<file path="config.mk">
export PLATFORM = sky130hd
export DESIGN_NAME = spi_slave_if_flat
export DESIGN_NICKNAME = d
export VERILOG_FILES = /design/src/rtl/spi_slave_if_if.sv /design/src/rtl/spi_slave_if.sv /design/src/flat_wrapper.sv
export SDC_FILE = /design/constraint.sdc
export NUM_CORES = 1
export LEC_CHECK = 0
export CORE_MARGIN = 2
export CORE_UTILIZATION = 40
export CTS_BUF_LIST = sky130_fd_sc_hd__clkbuf_2
export CTS_CLUSTER_SIZE = 28
export DETAILED_ROUTE_END_ITERATION = 8
export PLACE_DENSITY_LB_ADDON = 0.15
export SYNTH_ARGS = -nofsm -noshare
export SYNTH_HDL_FRONTEND = slang
export SYNTH_SLANG_ARGS = --single-unit
</file>
<file path="constraint.sdc">
create_clock -name clk -period 1.5 [get_ports clk]
set_clock_uncertainty 0.15 [all_clocks]
set_input_delay 0.225 -clock clk [delete_from_list [all_inputs] [get_ports clk]]
set_output_delay 0.225 -clock clk [all_outputs]
set_load 0.05 [all_outputs]
</file>
<file path="src/rtl/spi_slave_if_if.sv">
// spi_slave_if_if
// Bundles the SPI pins and the word-level handshake of the spi_slave_if
// responder so that both can be passed around as one port.
//   SPI pins     : sck, cs_n, mosi (into the responder), miso, miso_oe (out)
//   Transmit port: tx_data, tx_valid (into the responder), tx_ready (out)
//   Receive port : rx_data, rx_valid (out of the responder)
//   Status       : tx_underrun, busy (out of the responder)
// Modports:
//   slave  - the responder side (spi_slave_if itself)
//   master - whatever drives the SPI pins and the tx port
interface spi_slave_if_if #(
  parameter int DW = 8
);
  logic          sck;
  logic          cs_n;
  logic          mosi;
  logic          miso;
  logic          miso_oe;
  logic [DW-1:0] tx_data;
  logic          tx_valid;
  logic          tx_ready;
  logic [DW-1:0] rx_data;
  logic          rx_valid;
  logic          tx_underrun;
  logic          busy;

  modport slave (
    input  sck, cs_n, mosi, tx_data, tx_valid,
    output miso, miso_oe, tx_ready, rx_data, rx_valid, tx_underrun, busy
  );

  modport master (
    output sck, cs_n, mosi, tx_data, tx_valid,
    input  miso, miso_oe, tx_ready, rx_data, rx_valid, tx_underrun, busy
  );
endinterface

</file>
<file path="src/rtl/spi_slave_if.sv">
// spi_slave_if
// SPI mode-0 responder with a fixed word width. sck, cs_n and mosi are
// oversampled in the clk domain. Received words appear on rx_data with a
// one-cycle rx_valid pulse; transmit words are taken through a one-entry
// valid/ready holding buffer and fall back to DEFAULT_TX when it is empty.
// Ports:
//   clk  - system clock
//   rst  - synchronous, active-high reset
//   bus  - spi_slave_if_if.slave: SPI pins, tx write port, rx word port,
//          tx_underrun and busy status
// Parameters:
//   DW         - word width in bits (2..32)
//   DEFAULT_TX - word shifted out when the tx buffer is empty at a load point
// Build option:
//   SPI_SLAVE_LSB_FIRST_EN - when defined, words go out and come in LSB
//   first; otherwise MSB first. Handshakes and timing are the same.
module spi_slave_if #(
  parameter int            DW         = 8,
  parameter logic [DW-1:0] DEFAULT_TX = {DW{1'b1}}
) (
  input  logic         clk,
  input  logic         rst,
  spi_slave_if_if.slave bus
);

  localparam int            CW   = $clog2(DW);
  localparam logic [CW-1:0] LAST = CW'(DW - 1);

  typedef enum logic {S_IDLE, S_ACTIVE} state_t;

  state_t        r_state;
  state_t        w_stateNxt;

  logic          r_sckQ, r_sckS, r_sckD;
  logic          r_csQ,  r_csS,  r_csD;
  logic          r_mosiQ, r_mosiS;

  logic [DW-1:0] r_txShift;
  logic [DW-2:0] r_rxShift;
  logic [CW-1:0] r_bitCnt;
  logic          r_reload;
  logic          r_full;
  logic [DW-1:0] r_buf;
  logic [DW-1:0] r_rxData;
  logic          r_rxValid;
  logic          r_underrun;
  logic          r_miso;
  logic          r_misoOe;

  logic          w_riseDet, w_fallDet, w_selDet;
  logic          w_run, w_abort, w_selLoad, w_reloadLoad, w_load;
  logic          w_write, w_shiftTx, w_sample;
  logic          w_misoNxt, w_oeNxt;
  logic          w_txBit;
  logic [DW-1:0] w_txNext;
  logic [DW-1:0] w_rxNext;
  logic [DW-2:0] w_rxKeep;

  // Two-flop synchronisers plus one delay flop for edge detection. cs_n
  // flops reset high so a deselected bus never looks like a select edge.
  always_ff @(posedge clk) begin
    if (rst) begin
      r_sckQ  <= 1'b0;
      r_sckS  <= 1'b0;
      r_sckD  <= 1'b0;
      r_csQ   <= 1'b1;
      r_csS   <= 1'b1;
      r_csD   <= 1'b1;
      r_mosiQ <= 1'b0;
      r_mosiS <= 1'b0;
    end else begin
      r_sckQ  <= bus.sck;
      r_sckS  <= r_sckQ;
      r_sckD  <= r_sckS;
      r_csQ   <= bus.cs_n;
      r_csS   <= r_csQ;
      r_csD   <= r_csS;
      r_mosiQ <= bus.mosi;
      r_mosiS <= r_mosiQ;
    end
  end

  assign w_riseDet = r_sckS & ~r_sckD;
  assign w_fallDet = ~r_sckS & r_sckD;
  assign w_selDet  = ~r_csS & r_csD;

  // Bit order lives only here: which end of tx_shift drives miso and which
  // end of the receive word the new mosi bit enters.
`ifdef SPI_SLAVE_LSB_FIRST_EN
  assign w_txBit  = r_txShift[0];
  assign w_txNext = {1'b0, r_txShift[DW-1:1]};
  assign w_rxNext = {r_mosiS, r_rxShift};
  assign w_rxKeep = w_rxNext[DW-1:1];
`else
  assign w_txBit  = r_txShift[DW-1];
  assign w_txNext = {r_txShift[DW-2:0], 1'b0};
  assign w_rxNext = {r_rxShift, r_mosiS};
  assign w_rxKeep = w_rxNext[DW-2:0];
`endif

  // Deselect is tested before any sck edge, so an edge arriving together
  // with cs_n going high is ignored.
  assign w_run        = (r_state == S_ACTIVE) & ~r_csS;
  assign w_abort      = (r_state == S_ACTIVE) & r_csS;
  assign w_selLoad    = (r_state == S_IDLE) & w_selDet;
  assign w_reloadLoad = w_run & w_fallDet & r_reload;
  assign w_load       = w_selLoad | w_reloadLoad;
  assign w_write      = bus.tx_valid & ~r_full;
  assign w_shiftTx    = w_run & w_fallDet & ~r_reload;
  assign w_sample     = w_run & w_riseDet;

  // State register.
  always_ff @(posedge clk) begin
    if (rst) r_state <= S_IDLE;
    else     r_state <= w_stateNxt;
  end

  // Next-state logic: a select edge starts a frame, deselect ends it.
  always_comb begin
    w_stateNxt = r_state;
    case (r_state)
      S_IDLE:   if (w_selDet) w_stateNxt = S_ACTIVE;
      S_ACTIVE: if (r_csS)    w_stateNxt = S_IDLE;
      default:  w_stateNxt = S_IDLE;
    endcase
  end

  // Output logic: values that the miso/miso_oe registers take next.
  always_comb begin
    w_misoNxt = 1'b0;
    w_oeNxt   = 1'b0;
    if (r_state == S_ACTIVE) begin
      w_misoNxt = w_txBit;
      w_oeNxt   = 1'b1;
    end
  end

  always_ff @(posedge clk) begin
    if (rst) begin
      r_miso   <= 1'b0;
      r_misoOe <= 1'b0;
    end else begin
      r_miso   <= w_misoNxt;
      r_misoOe <= w_oeNxt;
    end
  end

  // One-entry tx buffer. A load while empty cannot take a same-cycle
  // write, so that write simply stays in the buffer for the next word.
  always_ff @(posedge clk) begin
    if (rst) begin
      r_full <= 1'b0;
      r_buf  <= '0;
    end else begin
      if (w_write) r_buf <= bus.tx_data;
      if (w_load)       r_full <= w_write;
      else if (w_write) r_full <= 1'b1;
    end
  end

  // Shift registers, bit counter and the reload flag that turns the fall
  // after a completed word into the load point of the next one.
  always_ff @(posedge clk) begin
    if (rst) begin
      r_txShift  <= '0;
      r_rxShift  <= '0;
      r_bitCnt   <= '0;
      r_reload   <= 1'b0;
      r_rxData   <= '0;
      r_rxValid  <= 1'b0;
      r_underrun <= 1'b0;
    end else begin
      r_rxValid  <= 1'b0;
      r_underrun <= 1'b0;

      if (w_load) begin
        r_txShift  <= r_full ? r_buf : DEFAULT_TX;
        r_underrun <= ~r_full;
      end else if (w_shiftTx) begin
        r_txShift <= w_txNext;
      end

      if (w_selLoad || w_abort) begin
        r_bitCnt <= '0;
        r_reload <= 1'b0;
      end else if (w_sample) begin
        r_rxShift <= w_rxKeep;
        if (r_bitCnt == LAST) begin
          r_bitCnt  <= '0;
          r_reload  <= 1'b1;
          r_rxData  <= w_rxNext;
          r_rxValid <= 1'b1;
        end else begin
          r_bitCnt <= r_bitCnt + CW'(1);
        end
      end else if (w_reloadLoad) begin
        r_reload <= 1'b0;
      end
    end
  end

  assign bus.miso        = r_miso;
  assign bus.miso_oe     = r_misoOe;
  assign bus.tx_ready    = ~r_full;
  assign bus.rx_data     = r_rxData;
  assign bus.rx_valid    = r_rxValid;
  assign bus.tx_underrun = r_underrun;
  assign bus.busy        = (r_state == S_ACTIVE);

endmodule

</file>
<file path="src/flat_wrapper.sv">
// flat-port wrapper written by rule: the top's interface ports become plain ports
module spi_slave_if_flat 
#(
  parameter int            DW         = 8,
  parameter logic [DW-1:0] DEFAULT_TX = {DW{1'b1}}
)
  (clk, rst, bus_sck, bus_cs_n, bus_mosi, bus_tx_data, bus_tx_valid, bus_miso, bus_miso_oe, bus_tx_ready, bus_rx_data, bus_rx_valid, bus_tx_underrun, bus_busy);
  spi_slave_if_if #(.DW(DW)) bus_i ();
  input  logic clk;
  input  logic rst;
  input wire logic [$bits(bus_i.sck)-1:0] bus_sck;
  input wire logic [$bits(bus_i.cs_n)-1:0] bus_cs_n;
  input wire logic [$bits(bus_i.mosi)-1:0] bus_mosi;
  input wire logic [$bits(bus_i.tx_data)-1:0] bus_tx_data;
  input wire logic [$bits(bus_i.tx_valid)-1:0] bus_tx_valid;
  output wire logic [$bits(bus_i.miso)-1:0] bus_miso;
  output wire logic [$bits(bus_i.miso_oe)-1:0] bus_miso_oe;
  output wire logic [$bits(bus_i.tx_ready)-1:0] bus_tx_ready;
  output wire logic [$bits(bus_i.rx_data)-1:0] bus_rx_data;
  output wire logic [$bits(bus_i.rx_valid)-1:0] bus_rx_valid;
  output wire logic [$bits(bus_i.tx_underrun)-1:0] bus_tx_underrun;
  output wire logic [$bits(bus_i.busy)-1:0] bus_busy;
  assign bus_i.sck = bus_sck;
  assign bus_i.cs_n = bus_cs_n;
  assign bus_i.mosi = bus_mosi;
  assign bus_i.tx_data = bus_tx_data;
  assign bus_i.tx_valid = bus_tx_valid;
  assign bus_miso = bus_i.miso;
  assign bus_miso_oe = bus_i.miso_oe;
  assign bus_tx_ready = bus_i.tx_ready;
  assign bus_rx_data = bus_i.rx_data;
  assign bus_rx_valid = bus_i.rx_valid;
  assign bus_tx_underrun = bus_i.tx_underrun;
  assign bus_busy = bus_i.busy;
  spi_slave_if #(.DW(DW), .DEFAULT_TX(DEFAULT_TX)) u_core (.clk(clk), .rst(rst), .bus(bus_i));
endmodule
</file>
==> run_results.csv <==
group,metric,value,unit
run_status,status,"finished clean",
critical_path,r2r_start,"u_core.bus.busy",
finish,final_cell_mix,"43 x dfxtp_1, 38 x nand2_1, 22 x a21oi_1",
floorplan,die_x,70.9,microns
min_path,holdCritStartpoint,"bus_tx_data[6]",
yosys,synthSimpleGateAreaFrac,19.8,%
global_route,grt_pass1_wl,6110,microns
pwr,ir_drop,0.000453,V
yosys,syn_area_per_cell,9.63,sq um
critical_path,reg2regPathDepth,4,
placed_design,dp.cells,266,
timing,final-setup-viol-count,0,
critical_path,max_stage_delay,440,ps
critical_path,crit_family,"flip-flops",
yosys,synthXorXnorAreaFrac,0,%
critical_path,arrival,1090,ps
yosys,yosysWarnings,0,
cts,ctsHoldBuffers,0,
finish,mostFrequentLayoutCell,"dfxtp_1",
finish,instances_no_fill,277,
route,dr.pass1.iters,4,
yosys,synthesis.area,1790,sq um
timing,rsz0062_at_grt,"yes",
timing,drv_slew,0,
critical_path,path_max_fanout,6,
yosys,synth_mux_area_share,0.559,%
timing,tightestPinTransition,347,ps
yosys,syn_nets,202,
finish,antenna_cells,0,
critical_path,cp.depth,2,
global_route,grt_max_degree,30,
yosys,synth_area_leader_cell,"dfxtp_1",
yosys,synth_fa_ha_area_share,1.40,%
cts,numCtsBuffers,5,
timing,fmax,681,MHz
route,ant_nets,0,
route,wl_per_cell,13.1,microns
floorplan,initial_core_util,41.4,%
yosys,synth_top_family_by_area,"simple AND/OR/NAND/NOR gates",
critical_path,cp_cell_sequence,"buf_6 -> buf_12",
timing,hold_viol,0,
route,route.detailed.drc,0,
finish,fin_area,2460,sq um
yosys,synth_top_area_share,54.8,%
route,routed_wl,3630,microns
critical_path,cp.required,1120,ps
cts,clk_pin_slew,210,ps
floorplan,core_area,4320,sq um
flow_run,maxCapViolCount,0,
finish,area_growth,37.2,%
yosys,synth_seq_area_share,54.8,%
floorplan,rows,24,
global_route,grt_use_total,15.2,%
route,first_iter_violations,50,
yosys,synth_area_leaders,"dfxtp_1 55%, nand2_1 8.0%, a21oi_1 6.1%",
placed_design,hpwlAfterDp,2580,microns
timing,period_minus_slack,1470,ps
critical_path,crit_type,"register to output pin",
pwr,pwr_density_cell,839,nW/um^2
cts,clock_tree.buffer_depth,2,
floorplan,dieArea,5030,sq um
critical_path,crit_buf_inv,2,
pwr,power,2060,uW
min_path,hold_class,"input port to register",
critical_path,startpoint,"u_core.bus.busy",
timing,final.period_utilization,97.8,%
route,viasPerCell,5.14,
floorplan,io_pins,28,
pwr,p_leak,0.000967,uW
route,via_count,1424,
finish,drive_gt1_share,28.4,%
yosys,ys_ff_latch,49,
global_route,antenna_found_initial,0,
cts,cts_sinks,49,
cts,htreeDepth,2,
global_route,overflow,0,
floorplan,dieHeight,70.9,microns
yosys,syn_inst,186,
critical_path,endpoint_kind,"output pin",
placed_design,place_congestion,0.730,
placed_design,dpl_cell_area,2300,sq um
global_route,grt_pass1_vias,1377,
timing,slew_headroom,76.9,%
finish,nNetsFinal,241,
min_path,min_delay_path_depth,3,
cts,tritoncts,"built",
cts,clkLatencyLatePin,410,ps
yosys,synth_cell_types,37,
critical_path,cp-start-kind,"register",
yosys,synth_compound_area_share,19.7,%
placed_design,portBuffers,27,
cts,cts_root_buf,"clkbuf_2",
critical_path,crit_path_top_delay_cell,"dfxtp_4",
synthesized netlist by cell type:
cell type / instances
o31ai_1: 1
nor2_4: 1
a22o_1: 7
or2_2: 3
nand2b_1: 2
buf_1: 4
ha_1: 2
clkbuf_1: 1
nand2_1: 38
buf_6: 2
buf_2: 3
nor2b_1: 7
a211o_1: 1
mux2i_1: 1
nand3b_2: 1
nand3_1: 1
nand2_2: 1
inv_1: 2
o21ai_2: 1
nor2_1: 10
and3_1: 1
and4bb_2: 1
o22ai_2: 6
a21o_1: 1
nand3b_1: 1
o21ai_1: 1
inv_2: 1
a21oi_1: 22
nor3_1: 1
a21oi_2: 1
or2_1: 1
o21a_1: 2
a22oi_1: 6
nand4bb_1: 1
dfxtp_1: 49
nor3_2: 1
and2_1: 1
cell type report:
cell class	count	area [sq um]
Inverter	3	13.8
Clock inverter	1	3.75
Multi-Input combinational cell	124	821
Tap cell	52	65.1
Clock buffer	6	30.0
Timing Repair Buffer	42	527
Fill cell	373	1870
Sequential cell	49	996
kinds of logic after synthesis:
logic type | after synthesis
AO/OA/AOI/OAI | 49
AND/OR/NAND/NOR | 72
flip-flops | 49
adder cells (fa/ha/maj) | 2
buffers and inverters | 13
multiplexers | 1
metrics by stage:
step	TNS, ps	util, %	hold slack (ps)	setup WS, ps
CTS	0	55.2	158	9.52
floorplan	0	-	179	73.0
global placement	-2690	53.3	252	-193
detailed placement	-3140	53.3	252	-217
finish	0	56.8	182	32.3
global route	-76.6	56.8	137	-41.1
worst register-to-register path, stage by stage, from the launching register on:
cell and delay (ps):
dfxtp_4 420, nand2b_4 170, a21o_4 250, a211o_1 280, a21oi_1 140
final timing paths:
path	end	slack, ps
worst max register to register	u_core.r_txShift[0]	40
worst min register to register	u_core.r_csS	300
worst min-delay path	u_core.r_buf[6]	180
worst max-delay path	bus_busy	30
report_power, final:
part | switching (uW) | total (uW) | internal, uW
clock | 378 | 487 | 109
sequential | 22.7 | 1360 | 1340
combinational | 105 | 214 | 110
total | 506 | 2060 | 1560
layer usage:
metal	vias up	track usage [%]	share of wire, %
li1	710	-	-
met1	664	19.0	47
met2	43	24.6	46
met3	7	4.42	5.8
met4	0	6.29	1.6
met5	-	0	0
state kept, by name, summed over array words and instances (netlist names), 3 cells and up:
name and cells:
u_core.bus.rx_data 8, u_core.r_buf 8, u_core.r_txShift 8, u_core.r_rxShift 7, u_core.r_bitCnt 3
what timing repair did:
item | in CTS | in global routing
setup endpoints to repair | 17 | 11
setup buffers | 1 | 3
gates resized for setup | 11 | 11
pin swaps | 1 | 5
Power figures use the tool's default switching activity.
